`src/rtl/spi_pwm_cmd_receiver_if.sv`:
```
`default_nettype none
// +--------------------------------------------------------------------------+
// | spi_pwm_cmd_receiver_if                                                  |
// | SPI pins plus PWM-driver write strobe bundle for spi_pwm_cmd_receiver.   |
// | Revision: 1.0                                                            |
// +--------------------------------------------------------------------------+
interface spi_pwm_cmd_receiver_if;
  logic       spi_sclk;
  logic       spi_cs_n;
  logic       spi_mosi;
  logic       spi_miso;
  logic       set;
  logic [2:0] addr;
  logic [2:0] level;
  logic       busy;
  logic       overrun;

  modport master (
    output spi_sclk, spi_cs_n, spi_mosi,
    input  spi_miso, set, addr, level, busy, overrun
  );

  modport slave (
    input  spi_sclk, spi_cs_n, spi_mosi,
    output spi_miso, set, addr, level, busy, overrun
  );
endinterface
`default_nettype wire

```
`src/rtl/spi_pwm_cmd_receiver.sv`:
```
`default_nettype none
// +--------------------------------------------------------------------------+
// | spi_pwm_cmd_receiver                                                     |
// | Oversampled SPI mode-0 slave that decodes 8-bit commands into PWM        |
// | driver write strobes, with broadcast sequencing and MISO frame echo.     |
// | Revision: 1.0                                                            |
// +--------------------------------------------------------------------------+
module spi_pwm_cmd_receiver #(
  parameter int SYNC_STAGES = 2,
  parameter int NUM_CH      = 8
) (
  input wire clk,
  input wire rst_n,
  spi_pwm_cmd_receiver_if.slave bus
);

  localparam logic [2:0] c_last_ch  = 3'(NUM_CH - 1);
  localparam logic [1:0] c_op_write = 2'b01;
  localparam logic [1:0] c_op_bcast = 2'b10;
  localparam logic [1:0] c_op_clear = 2'b11;

  typedef enum logic [1:0] {
    S_IDLE   = 2'd0,
    S_STROBE = 2'd1,
    S_SEQ    = 2'd2
  } state_t;

  logic [SYNC_STAGES-1:0] r_sclk_sync;
  logic [SYNC_STAGES-1:0] r_cs_sync;
  logic [SYNC_STAGES-1:0] r_mosi_sync;
  logic                   r_sclk_prev;
  logic                   r_cs_prev;

  logic [6:0] r_shift;
  logic [2:0] r_bit_cnt;
  logic [7:0] r_frame;
  logic       r_frame_valid;
  logic [7:0] r_echo;
  logic [7:0] r_miso_sh;

  state_t     r_state;
  state_t     w_state_nxt;
  logic [2:0] r_addr;
  logic [2:0] w_addr_nxt;
  logic [2:0] r_level;
  logic [2:0] w_level_nxt;
  logic       r_overrun;
  logic       w_drop;

  logic       w_sclk;
  logic       w_cs_n;
  logic       w_mosi;
  logic       w_sclk_rise;
  logic       w_sclk_fall;
  logic       w_cs_active;
  logic       w_cs_fall;
  logic [7:0] w_shift_in;
  logic       w_frame_done;

  assign w_sclk       = r_sclk_sync[SYNC_STAGES-1];
  assign w_cs_n       = r_cs_sync[SYNC_STAGES-1];
  assign w_mosi       = r_mosi_sync[SYNC_STAGES-1];
  assign w_sclk_rise  = w_sclk & ~r_sclk_prev;
  assign w_sclk_fall  = ~w_sclk & r_sclk_prev;
  assign w_cs_active  = ~w_cs_n;
  assign w_cs_fall    = r_cs_prev & ~w_cs_n;
  assign w_shift_in   = {r_shift, w_mosi};
  assign w_frame_done = w_cs_active & w_sclk_rise & (r_bit_cnt == 3'd7);

  // Chip select resets to its idle level so reset release never looks like a select.
  always_ff @(posedge clk or negedge rst_n) begin
    if (!rst_n) begin
      r_sclk_sync <= '0;
      r_cs_sync   <= '1;
      r_mosi_sync <= '0;
      r_sclk_prev <= 1'b0;
      r_cs_prev   <= 1'b1;
    end else begin
      r_sclk_sync <= {r_sclk_sync[SYNC_STAGES-2:0], bus.spi_sclk};
      r_cs_sync   <= {r_cs_sync[SYNC_STAGES-2:0], bus.spi_cs_n};
      r_mosi_sync <= {r_mosi_sync[SYNC_STAGES-2:0], bus.spi_mosi};
      r_sclk_prev <= w_sclk;
      r_cs_prev   <= w_cs_n;
    end
  end

  always_ff @(posedge clk or negedge rst_n) begin
    if (!rst_n) begin
      r_shift       <= '0;
      r_bit_cnt     <= '0;
      r_frame       <= '0;
      r_frame_valid <= 1'b0;
      r_echo        <= '0;
      r_miso_sh     <= '0;
    end else begin
      r_frame_valid <= 1'b0;
      if (!w_cs_active) begin
        r_bit_cnt <= '0;
        r_miso_sh <= '0;
      end else begin
        if (w_sclk_rise) begin
          r_shift   <= w_shift_in[6:0];
          r_bit_cnt <= r_bit_cnt + 3'd1;
        end
        if (w_frame_done) begin
          r_frame       <= w_shift_in;
          r_echo        <= w_shift_in;
          r_frame_valid <= 1'b1;
        end
        // A falling edge with bit_cnt==0 can only follow a completed byte.
        if (w_cs_fall || (w_sclk_fall && (r_bit_cnt == 3'd0))) begin
          r_miso_sh <= r_echo;
        end else if (w_sclk_fall) begin
          r_miso_sh <= {r_miso_sh[6:0], 1'b0};
        end
      end
    end
  end

  always_ff @(posedge clk or negedge rst_n) begin
    if (!rst_n) begin
      r_state   <= S_IDLE;
      r_addr    <= '0;
      r_level   <= '0;
      r_overrun <= 1'b0;
    end else begin
      r_state   <= w_state_nxt;
      r_addr    <= w_addr_nxt;
      r_level   <= w_level_nxt;
      r_overrun <= r_overrun | w_drop;
    end
  end

  always_comb begin
    w_state_nxt = r_state;
    w_addr_nxt  = r_addr;
    w_level_nxt = r_level;
    w_drop      = 1'b0;
    case (r_state)
      S_SEQ: begin
        w_drop = r_frame_valid;
        if (r_addr == c_last_ch) begin
          w_state_nxt = S_IDLE;
        end else begin
          w_addr_nxt = r_addr + 3'd1;
        end
      end
      default: begin
        w_state_nxt = S_IDLE;
        if (r_frame_valid) begin
          case (r_frame[7:6])
            c_op_write: begin
              w_state_nxt = S_STROBE;
              w_addr_nxt  = r_frame[5:3];
              w_level_nxt = r_frame[2:0];
            end
            c_op_bcast: begin
              w_state_nxt = S_SEQ;
              w_addr_nxt  = 3'd0;
              w_level_nxt = r_frame[2:0];
            end
            c_op_clear: begin
              w_state_nxt = S_SEQ;
              w_addr_nxt  = 3'd0;
              w_level_nxt = 3'd0;
            end
            default: ;
          endcase
        end
      end
    endcase
  end

  assign bus.set      = (r_state != S_IDLE);
  assign bus.busy     = (r_state == S_SEQ);
  assign bus.addr     = r_addr;
  assign bus.level    = r_level;
  assign bus.overrun  = r_overrun;
  assign bus.spi_miso = r_miso_sh[7];

endmodule
`default_nettype wire

```
`src/flat_wrapper.sv`:
```
// flat-port wrapper written by rule: the top's interface ports become plain ports
module spi_pwm_cmd_receiver_flat 
#(
  parameter int SYNC_STAGES = 2,
  parameter int NUM_CH      = 8
)
  (clk, rst_n, bus_spi_sclk, bus_spi_cs_n, bus_spi_mosi, bus_spi_miso, bus_set, bus_addr, bus_level, bus_busy, bus_overrun);
  spi_pwm_cmd_receiver_if bus_i ();
  input wire clk;
  input wire rst_n;
  input wire logic [$bits(bus_i.spi_sclk)-1:0] bus_spi_sclk;
  input wire logic [$bits(bus_i.spi_cs_n)-1:0] bus_spi_cs_n;
  input wire logic [$bits(bus_i.spi_mosi)-1:0] bus_spi_mosi;
  output wire logic [$bits(bus_i.spi_miso)-1:0] bus_spi_miso;
  output wire logic [$bits(bus_i.set)-1:0] bus_set;
  output wire logic [$bits(bus_i.addr)-1:0] bus_addr;
  output wire logic [$bits(bus_i.level)-1:0] bus_level;
  output wire logic [$bits(bus_i.busy)-1:0] bus_busy;
  output wire logic [$bits(bus_i.overrun)-1:0] bus_overrun;
  assign bus_i.spi_sclk = bus_spi_sclk;
  assign bus_i.spi_cs_n = bus_spi_cs_n;
  assign bus_i.spi_mosi = bus_spi_mosi;
  assign bus_spi_miso = bus_i.spi_miso;
  assign bus_set = bus_i.set;
  assign bus_addr = bus_i.addr;
  assign bus_level = bus_i.level;
  assign bus_busy = bus_i.busy;
  assign bus_overrun = bus_i.overrun;
  spi_pwm_cmd_receiver #(.SYNC_STAGES(SYNC_STAGES), .NUM_CH(NUM_CH)) u_core (.clk(clk), .rst_n(rst_n), .bus(bus_i));
endmodule
```
`config.mk`:
```
export PLATFORM = sky130hd
export DESIGN_NAME = spi_pwm_cmd_receiver_flat
export DESIGN_NICKNAME = d
export VERILOG_FILES = /design/src/rtl/spi_pwm_cmd_receiver_if.sv /design/src/rtl/spi_pwm_cmd_receiver.sv /design/src/flat_wrapper.sv
export SDC_FILE = /design/constraint.sdc
export NUM_CORES = 1
export LEC_CHECK = 0
export CAP_MARGIN = 20
export CORE_ASPECT_RATIO = 1.5
export CORE_MARGIN = 2
export CORE_UTILIZATION = 30
export DETAILED_ROUTE_END_ITERATION = 8
export GPL_TIMING_DRIVEN = 1
export PLACE_DENSITY = 0.54
export RECOVER_POWER = 100
export SETUP_SLACK_MARGIN = 0.4
export SYNTH_ARGS = -nofsm -noshare
export SYNTH_HDL_FRONTEND = slang
export SYNTH_SLANG_ARGS = --single-unit
```
`constraint.sdc`:
```
create_clock -name clk -period 3.9 [get_ports clk]
set_input_delay 0.39 -clock clk [delete_from_list [all_inputs] [get_ports clk]]
set_output_delay 0.39 -clock clk [all_outputs]
set_load 0.01 [all_outputs]
```
==> flow_summary_export.csv <==
group,metric,value,unit
logic_synthesis,synthSimpleGateAreaFrac,0.122,
sta,hold_viol_final,0,
placement,gp_congestion,0.797,
logic_synthesis,yosysWarnings,0,
worst_setup_path,setup.worst_path.end_class,"output port",
route,dr.pass1.iters,4,
power_and_ir_drop,ir_drop,0.142,mV
power_and_ir_drop,pwr-share-comb,0.066,
grt,antenna_found_initial,0,
route,vias,1349,
cells_and_area,antenna_cells,0,
worst_setup_path,cp-start-kind,"flip-flop",
grt,overflow,0,
power_and_ir_drop,p_leak,0.00105,µW
outcome,violations,"max-capacitance violations, max-slew violations",
logic_synthesis,synth_edf_count,0,
cells_and_area,drive_gt1_frac,0.116,
logic_synthesis,syn_avg_cell_area,12.0,µm²
sta,setup_viol,0,
logic_synthesis,synth_mux_area_frac,0.109,
floorplanning,die_height,105,µm
grt,grt_pass1_wl,6.38,mm
route,wirelength,3.76,mm
sta,period_minus_slack,2.30,ns
flow_run,maxCapViolations,1,
power_and_ir_drop,seqPwrFrac,0.560,
cts,path_clk_slew,0.08,ns
floorplanning,core,6530,µm²
power_and_ir_drop,power.switching,210,µW
sta,slew_viol_final,45,
worst_setup_path,crit_type,"reg -> out",
cts,clk_latency,0.30,ns
grt,grt_max_degree,45,
floorplanning,rows,36,
sta,skew,0.00934,ns
route,wl_per_cell,14.6,µm
cells_and_area,num-fill-cells,629,
sta,tightest_slew,2.32,ns
placement,dpl.hpwl,2.61,mm
logic_synthesis,ys_types,32,
grt,grt_pass1_vias,1330,
cts,post_cts_buffers,0,
logic_synthesis,ys_ff_latch,44,
cts,clk_path_buf_depth,2,
placement,port_buffers,14,
route,via_per_inst,5.25,
cells_and_area,nNetsFinal,190,
cts,hold_buffers,0,
cts,numCtsBuffers,5,
grt,grtUsageTotal,0.110,
route,ant_nets,0,
sta,relSlewSlack,-0.543,
logic_synthesis,synth_compound_area_frac,0.138,
logic_synthesis,synth_nets,180,
logic_synthesis,yosys.area_share.xor_xnor,0.00431,
sta,rsz0062_at_grt,"false",
worst_setup_path,cp.required,3.51,ns
cts,cts.sinks,44,
route,drc,0,
floorplanning,initial_core_util,0.311,
sta,max_freq,0.435,GHz
logic_synthesis,ys.flop_type,"dfrtp_1",
power_and_ir_drop,finalPower,923,µW
logic_synthesis,syn_area,2030,µm²
cts,cts-resized-gates,0,
worst_setup_path,path_max_fanout,10,
power_and_ir_drop,internal_power,713,µW
logic_synthesis,synthArstFlopShare,1.00,
sta,post-route-period-util,0.589,
power_and_ir_drop,swShare,0.228,
floorplanning,die_x,71.2,µm
logic_synthesis,ys_seq_area_frac,0.543,
cts,root_buffer,"clkbuf_8",
cts,tritoncts,"yes",
worst_setup_path,critPathArrivalTime,1.91,ns
logic_synthesis,synthesis.instances,170,
cells_and_area,syn2layout_area_growth,13.2,%
power_and_ir_drop,powerDensity,401,nW/µm²
floorplanning,ios,15,
route,drtIter0Drc,95,
logic_synthesis,synth_adder_area_share,0.0308,
logic_synthesis,synth_top_family_by_area,"compound AO/OA/AOI/OAI gates",
outcome,outcome,"finished with violations",
worst_hold_path,hold_path_class,"reg -> reg",
sta,tns,0,ns
power_and_ir_drop,p_clk_frac,0.374,
cts,htreeDepth,2,
floorplanning,fp.dieArea,7470,µm²
[power groups by stage]
stage / clock network [µW] / logic, µW / registers (µW)
finish: 345 / 61.3 / 516
global route: 376 / 67.9 / 524
floorplan: 0 / 51.6 / 517
CTS: 355 / 64.3 / 518
detailed placement: 0 / 64.1 / 527
global placement: 0 / 62.6 / 527
[per-layer routing]
layer / vias to the layer above / track usage / part of all wire
met4: 0 / 0.0606 / 0.024
met2: 40 / 0.177 / 0.50
met5: - / 0 / 0
met1: 668 / 0.132 / 0.43
met3: 6 / 0.0299 / 0.039
li1: 635 / - / -
[worst max-delay path, cell delays in order, from the launching register on]
cell	delay [ns]
dfrtp_1	0.39
nand2b_1	0.34
inv_1	0.26
dlygate4sd3_1	0.63
[path summary, 6_finish.rpt]
kind	cells after the start	to	slack [ns]	startpoint
max in group asynchronous	1	u_core.r_sclk_prev	1.80	rst_n
setup / recovery	3	bus_busy	1.60	u_core.r_state[0]
setup reg to reg	5	u_core.r_miso_sh[4]	1.62	u_core.r_bit_cnt[0]
hold reg to reg	0	u_core.r_sclk_sync[1]	0.35	u_core.r_sclk_sync[0]
hold / removal	0	u_core.r_sclk_sync[1]	0.35	u_core.r_sclk_sync[0]
min in group asynchronous	1	u_core.r_shift[6]	0.79	rst_n
[registers in the layout (all words and copies together) (netlist names)]
register,cells
u_core.bus.overrun,1
u_core.r_cs_sync,2
u_core.bus.addr,3
u_core.r_cs_prev,1
u_core.r_sclk_prev,1
u_core.r_bit_cnt,3
u_core.r_shift,7
u_core.r_sclk_sync,2
u_core.r_frame_valid,1
u_core.r_state,2
u_core.r_miso_sh,8
u_core.r_mosi_sync,2
u_core.r_frame,8
u_core.bus.level,3
[cells by family after synthesis]
| logic type | count (synthesis) |
|---|---|
| adder cells (fa/ha/maj) | 5 |
| AO/OA/AOI/OAI | 37 |
| buffers and inverters | 21 |
| AND/OR/NAND/NOR | 42 |
| flip-flops | 44 |
| XOR/XNOR | 1 |
| multiplexers | 20 |
[cells in the mapped netlist (all sizes together) (2+ instances only)]
cell | number | area (µm²)
nor3b | 2 | 15.0
dfstp | 3 | 78.8
nor2b | 14 | 87.6
clkbuf | 4 | 15.0
buf | 8 | 57.6
ha | 5 | 62.6
or2 | 4 | 25.0
nand2b | 3 | 18.8
nor2 | 5 | 18.8
o211ai | 14 | 105
a41oi | 3 | 26.3
mux2i | 3 | 30.0
nand3 | 10 | 50.1
mux2 | 17 | 191
o21ai | 6 | 30.0
o221ai | 10 | 87.6
dfrtp | 41 | 1030
inv | 9 | 33.8
[metrics by stage]
| stage | hold WS, ns | area, µm² | worst slack [ns] | utilization | std cells |
|---|---|---|---|---|---|
| after CTS | 0.284 | 2310 | 1.65 | 0.353 | 257 |
| after detailed placement | 0.336 | 2200 | 1.81 | 0.337 | 249 |
| after global routing | 0.363 | 2300 | 1.29 | 0.352 | 257 |
| final | 0.351 | 2300 | 1.60 | 0.352 | 257 |
| after global placement | 0.336 | 2200 | 1.88 | 0.337 | 249 |
| after floorplan | 0.0944 | 2030 | 2.35 | - | 170 |
[placed cells by master, fill, tap and decap left out, drive strengths merged, types with 4 or more instances in the layout]
| cell type | synthesis | layout |
|---|---|---|
| o221ai | 10 | 10 |
| o211ai | 14 | 14 |
| clkbuf | 4 | 8 |
| ha | 5 | 5 |
| or2 | 4 | 4 |
| nor2b | 14 | 14 |
| dfrtp | 41 | 41 |
| dlygate4sd3 | 0 | 13 |
| inv | 9 | 9 |
| o21ai | 6 | 6 |
| nor2 | 5 | 5 |
| mux2 | 17 | 17 |
| nand3 | 10 | 10 |
[layout make-up]
class | count | area [µm²] | share of cell area
sequential | 44 | 1100 | 0.480
inverter | 9 | 33.8 | 0.0147
clock buffer | 6 | 72.6 | 0.0315
clock inverter | 2 | 35.0 | 0.0152
multi-input combinational | 105 | 822 | 0.357
timing repair buffer | 15 | 138 | 0.0598
tap | 76 | 95.1 | 0.0413
Note: power is estimated with default switching activity, not from simulation.
